--- src/rtl/decode38_pkg.sv ---
// decode38_pkg: shared FSM state type and seven-segment constants for decode38_seq
package decode38_pkg;
  typedef enum logic {IDLE, HOLD} state_t;
  localparam logic [7:0] IDLE_SEG = 8'hFF;
  localparam logic [63:0] SEG_LUT = {8'hF8, 8'h82, 8'h92, 8'h99, 8'hB0, 8'hA4, 8'hF9, 8'hC0};
  function automatic logic [7:0] seg_of(input logic [2:0] c);
    return SEG_LUT[{c, 3'b000} +: 8];
  endfunction
endpackage

--- src/rtl/decode38_fifo.sv ---
// decode38_fifo: 3-bit wide FIFO with wrap-bit pointers; push on full and pop on empty are ignored
module decode38_fifo #(
  parameter int DEPTH = 4
) (
  input  logic       clk,
  input  logic       rst,
  input  logic       push,
  input  logic       pop,
  input  logic [2:0] din,
  output logic [2:0] dout,
  output logic       full,
  output logic       empty
);
  localparam int AW = $clog2(DEPTH);
  logic [AW:0] r_wp, r_rp;
  logic [2:0]  r_mem [DEPTH];
  logic        w_push, w_pop;
  assign empty  = r_wp == r_rp;
  assign full   = (r_wp[AW] != r_rp[AW]) && (r_wp[AW-1:0] == r_rp[AW-1:0]);
  assign w_push = push && !full;
  assign w_pop  = pop && !empty;
  assign dout   = r_mem[r_rp[AW-1:0]];
  // pointer update; the extra MSB distinguishes full from empty
  always_ff @(posedge clk or posedge rst) begin
    if (rst) begin
      r_wp <= '0;
      r_rp <= '0;
    end else begin
      if (w_push) r_wp <= r_wp + 1'b1;
      if (w_pop) r_rp <= r_rp + 1'b1;
    end
  end
  // storage needs no reset; only slots behind the write pointer are ever read
  always_ff @(posedge clk) begin
    if (w_push) r_mem[r_wp[AW-1:0]] <= din;
  end
endmodule

--- src/rtl/decode38_seq.sv ---
// decode38_seq: FIFO-fed 3-to-8 decoder holding each one-hot code HOLD_CYCLES clocks; define DECODE38_SEG_EN for seven-segment output seg
import decode38_pkg::*;
module decode38_seq #(
  parameter int HOLD_CYCLES = 4,
  parameter int DEPTH       = 4
) (
  input  logic       clk,
  input  logic       rst,
  input  logic [2:0] x,
  input  logic       valid,
  output logic       in_ready,
  input  logic       en,
  output logic [7:0] y,
  output logic       indicate,
  output logic       busy
`ifdef DECODE38_SEG_EN
  ,
  output logic [7:0] seg
`endif
);
  localparam int CW = $clog2(HOLD_CYCLES + 1);
  localparam logic [CW-1:0] RELOAD = CW'(HOLD_CYCLES - 1);
  state_t        r_state;
  logic [CW-1:0] r_cnt;
  logic [7:0]    r_y;
  logic          r_ind;
  logic          w_full, w_empty, w_load;
  logic [2:0]    w_head;
  decode38_fifo #(.DEPTH(DEPTH)) u_fifo (
    .clk  (clk),
    .rst  (rst),
    .push (valid),
    .pop  (w_load),
    .din  (x),
    .dout (w_head),
    .full (w_full),
    .empty(w_empty)
  );
  assign w_load   = en && !w_empty && (r_state == IDLE || r_cnt == '0);
  assign in_ready = !w_full;
  assign busy     = (r_state == HOLD) || !w_empty;
  assign y        = r_y;
  assign indicate = r_ind;
  // load a new code back-to-back, count down the hold, or drop to idle on expiry or en low
  always_ff @(posedge clk or posedge rst) begin
    if (rst) begin
      r_state <= IDLE;
      r_cnt   <= '0;
      r_y     <= '0;
      r_ind   <= 1'b0;
`ifdef DECODE38_SEG_EN
      seg     <= IDLE_SEG;
`endif
    end else if (w_load) begin
      r_state <= HOLD;
      r_cnt   <= RELOAD;
      r_y     <= 8'd1 << w_head;
      r_ind   <= 1'b1;
`ifdef DECODE38_SEG_EN
      seg     <= seg_of(w_head);
`endif
    end else if (r_state == HOLD && en && r_cnt != '0) begin
      r_cnt   <= r_cnt - 1'b1;
    end else begin
      r_state <= IDLE;
      r_cnt   <= '0;
      r_y     <= '0;
      r_ind   <= 1'b0;
`ifdef DECODE38_SEG_EN
      seg     <= IDLE_SEG;
`endif
    end
  end
endmodule

--- config.mk ---
export PLATFORM = sky130hd
export DESIGN_NAME = decode38_seq
export DESIGN_NICKNAME = d
export VERILOG_FILES = /design/src/rtl/decode38_pkg.sv /design/src/rtl/decode38_fifo.sv /design/src/rtl/decode38_seq.sv
export SDC_FILE = /design/constraint.sdc
export NUM_CORES = 1
export LEC_CHECK = 0
export CAP_MARGIN = 20
export CORE_MARGIN = 4
export CORE_UTILIZATION = 57
export CTS_CLUSTER_SIZE = 28
export DETAILED_ROUTE_END_ITERATION = 7
export HOLD_SLACK_MARGIN = 0.08
export PLACE_DENSITY_LB_ADDON = 0.08
export SYNTH_ARGS = -nofsm -noshare
export SYNTH_HDL_FRONTEND = slang
export SYNTH_SLANG_ARGS = --single-unit
--- constraint.sdc ---
create_clock -name clk -period 2.85 [get_ports clk]
set_input_delay 0.855 -clock clk [delete_from_list [all_inputs] [get_ports clk]]
set_output_delay 0.855 -clock clk [all_outputs]
set_load 0.1 [all_outputs]
; ---- Word level (Yosys, flattened, before mapping)
; Memory sizes are Yosys's and may differ from the RTL's.
; Index checks and enable logic that the tools add are counted.
[word_totals]
elab_cells = 36
memories = 1
output_inout_bits = 11
register_bits = 18
ram_bits = 12
input_bits = 7
[mem_list]
columns = name, words, width, read_ports, rd_ports_with_merged_regs, write_ports, line_no
row1 = u_fifo.r_mem, 4, 3, 1, 0, 1, decode38_fifo.sv:16  ; logic [2:0] r_mem [DEPTH];
[op_classes]
bitwise = 1
mux = 8
n_reduce_logical = 13
n_shift = 1
n_addsub = 3
n_eq_ne = 4
[op_table]
columns = cell, count
row1 = 8-bit two-way mux, 2
row2 = 1-bit by 3-bit << shifter with 8-bit output (first input constant), 1
row3 = 1-bit logical AND, 7
row4 = 3-bit by 1-bit adder with 3-bit output (second input constant), 2
row5 = 3-bit two-way mux, 2
row6 = 1-bit two-way mux, 4
row7 = 3-bit == test, 1
row8 = 3-bit logical NOT, 1
row9 = 3-bit nonzero test, 1
row10 = 3-bit by 1-bit subtractor with 3-bit output (second input constant), 1
row11 = 2-bit == test, 1
row12 = 1-bit logical NOT, 2
row13 = 1-bit logical OR, 2
row14 = 2-bit by 1-bit inequality test with 1-bit output (second input constant), 1
row15 = 1-bit inequality test, 1
row16 = 1-bit inverter, 1

; ---- Logic depth before layout (Yosys ltp)
; Gate-level depths: netlist (run 1).
[depth]
word_depth = 6
mapped_depth = 6

; ---- Hierarchy
; Synthesis (run 1) repeated with hierarchy kept, for this count alone.
[hier_totals]
hier_cells = 109
hier_area_um2 = 1488.9
[by_module_without_submodules]
columns = mod, area_per_inst_um2, n_inst, cells_per_inst, seq_area_each_um2
row1 = decode38_fifo, 944.7, 1, 66, 510.5
row2 = decode38_seq, 544.3, 1, 43, 300.3

; ---- Least setup slack after synthesis (run 1)
; No wires, ideal clock.
[synth_timing]
kind = flip-flop to output port
start = reg, netlist name indicate
end = out busy
slack_ns = 0.250
n_path_buf = 0
stages_incl_launch_ff = 3
required_time_ns = 1.995
t_arrival_ns = 1.745
cell_sequence = dfrtp_1 > inv_1 > nand2_1
[synth_lines]
columns = element, line_no
row1 = end: declaration, decode38_seq.sv:15  ; output logic busy

; ---- Worst setup path in the final report (run 1)
[layout_timing]
start = reg u_fifo.r_rp[0]
end = out busy
[layout_via]
elab_chain_cells = 3
[layout_rtl]
columns = element, line_no
row1 = start: declaration, decode38_fifo.sv:15  ; logic [AW:0] r_wp, r_rp;
row2 = start signal: assignment, decode38_fifo.sv:30  ; if (w_pop) r_rp <= r_rp + 1'b1;
row3 = 3-bit == test, decode38_fifo.sv:18  ; assign empty = r_wp == r_rp;
row4 = 1-bit logical NOT, decode38_seq.sv:41  ; assign busy = (r_state == HOLD) || !w_empty;
row5 = 1-bit logical OR, decode38_seq.sv:41
; Every way passes these cells.

==> results.py, run 1 <==
metrics = {
    "sta": {
        "slew_headroom": 0.544,
        "final-setup-viol-count": 0,
        "finalCritPeriodShare": 0.897,
        "tightest_slew_ns": 0.684,
        "fin_tns_setup_ns": 0,
        "fmax_mhz": 391,
        "rsz0062_at_grt": "no",
        "fin_worst_skew_ns": 0.0132,
        "fin_ws_ns": 0.293,
        "timing_hold_violations_final": 0,
        "drv_slew": 0,
        "post-route-min-period_ns": 2.56,
    },
    "worst_setup_path": {
        "critical_path_class": "reg2out",
        "required_ns": 2.00,
        "crit_chain": "xnor2_1, and3b_2, nand2_1, buf_12",
        "critPathMaxStageDelay_ns": 0.50,
        "crit_arrival_ns": 1.70,
        "rr_startpoint": "u_fifo.r_rp[0]$_DFFE_PP0P_",
        "cp-startpoint": "u_fifo.r_rp[0]$_DFFE_PP0P_",
        "worstPathMaxFanout": 6,
        "critPathCaptureType": "output port",
        "slowest_stage": "dfrtp_1",
        "startpoint_type": "register",
    },
    "clock_network": {
        "clock_path_buffers": 2,
        "postCtsSetupBuffers": 0,
        "clock_sinks": 30,
        "ctsHoldBuffers": 0,
        "cts_tree": "built",
        "cts-root-buf": "clkbuf_4",
        "cts_buffers": 5,
        "clk-insertion-delay-late_ns": 0.34,
        "cts.clk_slew.worst_paths_ns": 0.09,
        "htreeDepth": 2,
        "ctsResizeCount": 0,
    },
    "grt": {
        "grt_antenna_before_repair": 0,
        "grt_pass1_wl_mm": 3.90,
        "grt_max_degree": 19,
        "grtUsageMet2": 0.297,
        "grtUsageMet1": 0.170,
        "grt_overflow_total": 0,
        "grt_pass1_vias": 874,
        "grt.busiest_layer": "met2",
        "use_met3": 0.0782,
        "track_usage": 0.168,
    },
    "layout": {
        "nets": 134,
        "mostFrequentLayoutCells": "dfrtp_1, edfxtp_1, inv_1, buf_4",
        "drive_gt1_frac": 0.198,
        "layout_commonest_cell": "dfrtp_1",
        "area_delta_synth_final_pct": 20.8,
        "fillers": 166,
        "n_antenna_cell": 0,
    },
    "placed_design": {
        "dp_slack_ns": 0.424,
        "io_buffers": 17,
        "dp_hpwl_mm": 1.72,
        "gp_congestion": 0.711,
    },
    "drt": {
        "postRouteAntennaNets": 0,
        "viasPerCell": 5.46,
        "routed_wl_mm": 2.37,
        "drcViolationCount": 0,
        "drt_pass1_iterations": 4,
        "drtIter0Drc": 16,
        "drt-wirelength-per-cell_um": 15.9,
        "vias": 813,
    },
    "worst_hold_path": {
        "worstHoldPathType": "reg2reg",
        "worstHoldStart": "r_cnt[0]$_DFF_PP0_",
    },
    "floorplan": {
        "initial_utilization": 0.603,
        "die_y_um": 56.6,
        "num_rows": 17,
        "dieArea_sq_mm": 0.00320,
        "ios": 18,
        "die_w_um": 56.6,
        "coreArea_sq_mm": 0.00223,
    },
    "yosys": {
        "syn_area_sq_mm": 0.00135,
        "ys_ff_latch": 30,
        "synth.distinct_cells": 27,
        "ys.warnings.count": 0,
        "avgSynthCellArea_sq_um": 13.9,
        "synth_cells": 97,
        "synth-seq-area-share": 0.602,
        "synth_fp_nets": 111,
    },
    "job": {
        "drv_cap": 0,
    },
    "outcome": {
        "status": "finished, final reports clean",
    },
}
==> cells in the mapped netlist, drive strengths merged <==
| cell type | count | area [sq um] |
|---|---|---|
| a21oi | 2 | 10.0 |
| a31oi | 1 | 6.26 |
| a32o | 4 | 42.5 |
| and2 | 4 | 25.0 |
| and3b | 1 | 10.0 |
| buf | 1 | 11.3 |
| dfrtp | 18 | 450 |
| edfxtp | 12 | 360 |
| ha | 7 | 87.6 |
| inv | 10 | 37.5 |
| mux2 | 1 | 11.3 |
| mux2i | 1 | 10.0 |
| mux4 | 3 | 75.1 |
| nand2 | 7 | 26.3 |
| nand2b | 1 | 6.26 |
| nand3 | 2 | 10.0 |
| nand3b | 1 | 7.51 |
| nand4 | 2 | 12.5 |
| nor2 | 4 | 15.0 |
| nor2b | 1 | 6.26 |
| nor4b | 1 | 23.8 |
| o21ai | 2 | 10.0 |
| o31ai | 4 | 30.0 |
| xnor2 | 5 | 43.8 |
| xor2 | 2 | 17.5 |
==> area by class of cell <==
type	count	area (sq um)	share of cell area
Clock inverter	3	63.8	0.0392
Tap cell	28	35.0	0.0215
Inverter	10	37.5	0.0231
Timing Repair Buffer	17	155	0.0954
Multi-Input combinational cell	56	487	0.299
Sequential cell	30	811	0.498
Clock buffer	5	37.5	0.0231
==> metal layers <==
metal	vias up	share of wire
li1	396	-
met4	0	0.0088
met5	-	0
met2	20	0.53
met1	392	0.40
met3	5	0.058
==> critical path, delay by kind of cell (launching register included) <==
kind,cells,cell delay (ns)
buffers and inverters,1,0.18
xor gates and xnor gates,1,0.31
and+or+nand+nor,2,0.38
DFF,1,0.50
==> through the flow <==
stage / hold slack [ns] / area, sq um / cells / util
after floorplan: 0.420 / 1350 / 97 / -
after global placement: 0.433 / 1530 / 141 / 0.683
after detailed placement: 0.440 / 1530 / 141 / 0.683
after CTS: 0.453 / 1630 / 149 / 0.728
after global routing: 0.488 / 1630 / 149 / 0.728
final: 0.451 / 1630 / 149 / 0.728
==> worst paths after layout <==
check,end,slack [ns],cells after the start
worst min-delay path,r_cnt[0]$_DFF_PP0_,0.45,1
worst max register to register,u_fifo.r_mem[3][1]$_DFFE_PP_,0.97,3
max in group asynchronous,u_fifo.r_wp[0]$_DFFE_PP0N_,1.49,2
min in group asynchronous,y[7]$_DFFE_PP0P_,0.92,2
worst min register to register,r_cnt[0]$_DFF_PP0_,0.45,1
worst max-delay path,busy,0.29,4
==> cells by family after synthesis <==
kind of cell / Yosys count / share of synthesized area
compound gates: 13 / 0.0734
xor+xnor: 7 / 0.0455
fa+ha+maj: 7 / 0.0651
buf+inv: 11 / 0.0362
flops: 30 / 0.602
mux: 5 / 0.0716
simple gates: 24 / 0.106
==> sequential cells by signal, summed over array words and instances (netlist names) <==
name and count:
u_fifo.r_wp 3, indicate 1, u_fifo.r_mem 12, r_cnt 3, u_fifo.r_rp 3, y 8
Power of run 1 is left out: the tool's default activity adds up to more than one toggle a clock period on the data nets, which glitch-free logic cannot reach.
==> run 2: changes to the inputs <==
--- a/config.mk
+++ b/config.mk
@@ -5,9 +5,10 @@
 export SDC_FILE = /design/constraint.sdc
 export NUM_CORES = 1
 export LEC_CHECK = 0
+export ABC_AREA = 1
 export CAP_MARGIN = 20
 export CORE_MARGIN = 4
-export CORE_UTILIZATION = 57
+export CORE_UTILIZATION = 59
 export CTS_CLUSTER_SIZE = 28
 export DETAILED_ROUTE_END_ITERATION = 7
 export HOLD_SLACK_MARGIN = 0.08
==> run 2 against run 1 <==
Routed wire length is 22% higher. Global-route usage is 1.7 points higher. Clock skew is 0.0036 ns lower. Via count is 44% higher. Non-clock buffer count stayed put. Synthesized cell count is 78% higher. First-iteration DRC count grew to 2.6 times the previous value. Sequential share of layout area is 6.1 points lower. Setup slack better by 0.011 ns. Critical endpoint unchanged. Largest cell class unchanged.
==> results.py, run 2 <==
metrics = {
    "outcome": {
        "status": "finished, final reports clean",
    },
    "yosys": {
        "synth-seq-area-share": 0.497,
        "synth_fp_nets": 187,
        "yosys-top-cells-area": "dfrtp_1, edfxtp_1, nand2_1",
        "synth-async-reset-ratio": 0.600,
        "avgSynthCellArea_sq_um": 9.43,
        "synth_common_cells": "nand2_1, inv_1, dfrtp_1",
        "synth_cells": 173,
        "ys_ff_latch": 30,
        "syn_area_sq_mm": 0.00163,
        "synth_most_common_cell": "nand2_1",
        "synth_edf_count": 12,
        "ys.warnings.count": 0,
        "synth_flop_cell": "dfrtp_1",
        "yosysTopAreaCell": "dfrtp_1",
        "synth.distinct_cells": 27,
        "synth_top_area_frac": 0.276,
    },
    "job": {
        "drv_cap": 0,
    },
    "power_and_ir_drop": {
        "power.leakage_nw": 0.893,
        "p_per_area_mw_per_mm2": 1210,
        "irDropWorstVdd_mv": 1.08,
    },
    "worst_setup_path": {
        "reg2reg_to": "u_fifo.r_mem[0][0]$_DFFE_PP_",
        "critical_path_class": "reg2out",
        "rr_startpoint": "u_fifo.r_rp[0]$_DFFE_PP0P_",
        "r2r_cells": 6,
        "crit_chain": "inv_2, nand2_1, nand2_4, nand4_1, buf_12",
        "worstPathMaxFanout": 12,
        "cp_num_buf_inv": 2,
        "required_ns": 2.00,
        "critPathCaptureType": "output port",
        "crit_family": "flip-flops",
        "slowest_stage": "dfrtp_1",
        "startpoint_type": "register",
        "critPathMaxStageDelay_ns": 0.53,
        "regToRegSetupSlack_ns": 1.05,
        "crit_arrival_ns": 1.69,
    },
    "clock_network": {
        "clk-insertion-delay-late_ns": 0.32,
        "ctsHoldBuffers": 0,
        "cts_tree": "built",
        "cts-root-buf": "clkbuf_4",
        "htreeDepth": 2,
        "cts.clk_slew.worst_paths_ns": 0.08,
        "ctsResizeCount": 0,
        "cts_buffers": 5,
        "clock_sinks": 30,
        "clock_path_buffers": 2,
        "postCtsSetupBuffers": 0,
    },
    "layout": {
        "fin_cells": 225,
        "nets": 208,
        "largest_register_ffs": 12,
        "n_antenna_cell": 0,
        "drive_gt1_frac": 0.221,
        "layout_commonest_cell": "nand2_1",
        "area_delta_synth_final_pct": 13.5,
        "multi_input_area_sq_um": 686,
        "mostFrequentLayoutCells": "nand2_1, inv_1, dfrtp_1",
        "fillers": 195,
        "seqCellArea_sq_um": 811,
    },
    "floorplan": {
        "dieArea_sq_mm": 0.00367,
        "num_rows": 18,
        "die_w_um": 60.6,
        "die_y_um": 60.6,
        "initial_utilization": 0.635,
        "coreArea_sq_mm": 0.00257,
        "ios": 18,
    },
    "grt": {
        "grt_overflow_total": 0,
        "grt_max_degree": 19,
        "track_usage": 0.185,
        "grt_pass1_vias": 1187,
        "grt_antenna_before_repair": 0,
        "grt_pass1_wl_mm": 4.96,
    },
    "sta": {
        "post-route-min-period_ns": 2.55,
        "fin_worst_skew_ns": 0.00957,
        "drv_slew": 0,
        "rsz0062_at_grt": "no",
        "final-setup-viol-count": 0,
        "fin_tns_setup_ns": 0,
        "timing_hold_violations_final": 0,
        "tightest_slew_ns": 0.695,
        "fmax_mhz": 393,
        "finalCritPeriodShare": 0.893,
        "slew_headroom": 0.536,
    },
    "worst_hold_path": {
        "worstHoldPathType": "reg2reg",
        "whs_path_depth": 1,
        "holdPathEnd": "r_cnt[0]$_DFF_PP0_",
        "worstHoldStart": "r_cnt[0]$_DFF_PP0_",
    },
    "placed_design": {
        "dp_hpwl_mm": 2.25,
        "gp_congestion": 0.802,
        "dp.cells": 217,
        "io_buffers": 17,
    },
    "drt": {
        "drcViolationCount": 0,
        "vias": 1170,
        "drt-wirelength-per-cell_um": 12.8,
        "drtIter0Drc": 41,
        "viasPerCell": 5.20,
        "postRouteAntennaNets": 0,
        "routed_wl_mm": 2.89,
        "drt_pass1_iterations": 4,
    },
}
run 2: per-stage QoR:
step	cell area, sq um	utilization	setup slack (ns)	power, mW	hold slack, ns
floorplan	1630	-	0.0925	1.79	0.438
global placement	1800	0.702	0.714	1.99	0.459
detailed placement	1800	0.702	0.659	2.03	0.461
CTS	1850	0.721	0.298	2.27	0.477
global route	1850	0.721	0.161	2.41	0.520
finish	1850	0.721	0.304	2.25	0.477
run 2: metal layers:
layer,GRT usage,vias up,wire (um)
li1,-,586,-
met1,0.230,531,1230
met2,0.298,42,1400
met3,0.0404,11,163
met4,0.102,0,95
met5,0,-,0
run 2: kinds of logic (layout without fill, tap and decap cells):
family | after synthesis | count (layout) | synth area share
compound gates | 11 | 11 | 0.0445
simple gates | 93 | 93 | 0.296
xor+xnor | 4 | 4 | 0.0261
fa+ha+maj | 7 | 7 | 0.0537
flops | 30 | 30 | 0.497
buf+inv | 28 | 50 | 0.0828
run 2: how the worst max path moves through the flow:
stage / startpoint / endpoint / slack (ns) / depth (start not counted)
after detailed placement: u_fifo.r_rp[0]$_DFFE_PP0P_ / in_ready / 0.66 / 5
after floorplan: indicate$_DFFE_PP0P_ / busy / 0.09 / 2
after global routing: u_fifo.r_rp[0]$_DFFE_PP0P_ / busy / 0.16 / 5
after global placement: u_fifo.r_rp[0]$_DFFE_PP0P_ / busy / 0.71 / 5
after CTS: u_fifo.r_rp[0]$_DFFE_PP0P_ / busy / 0.30 / 5
final: u_fifo.r_rp[0]$_DFFE_PP0P_ / busy / 0.30 / 5
run 2: area by class of cell:
cell class / instances / share of cell area
Sequential cell: 30 / 0.438
Multi-Input combinational cell: 115 / 0.370
Timing Repair Buffer: 17 / 0.0905
Inverter: 25 / 0.0547
Clock buffer: 8 / 0.0264
Tap cell: 30 / 0.0203
run 2: worst register-to-register path, delay by kind of cell, from the launching register on:
family | cells | cell delay, ns
buffers and inverters | 1 | 0.21
AND/OR/NAND/NOR | 5 | 0.68
flip-flops | 1 | 0.58
run 2: power breakdown:
part	switching (mW)	total (mW)	internal, mW	leakage, nW
Combinational	0.915	1.30	0.386	0.522
Sequential	0.130	0.713	0.583	0.344
Clock	0.135	0.233	0.0982	0.0265
Note: power is estimated with default switching activity, not from simulation.
==> run 3: changes to the inputs <==
--- a/config.mk
+++ b/config.mk
@@ -9,6 +9,7 @@
 export CAP_MARGIN = 20
 export CORE_MARGIN = 4
 export CORE_UTILIZATION = 59
+export CTS_CLUSTER_DIAMETER = 40
 export CTS_CLUSTER_SIZE = 28
 export DETAILED_ROUTE_END_ITERATION = 7
 export HOLD_SLACK_MARGIN = 0.08
==> results of run 3 <==
No change in the layout: final DEF, timing and power equal those of run 2.
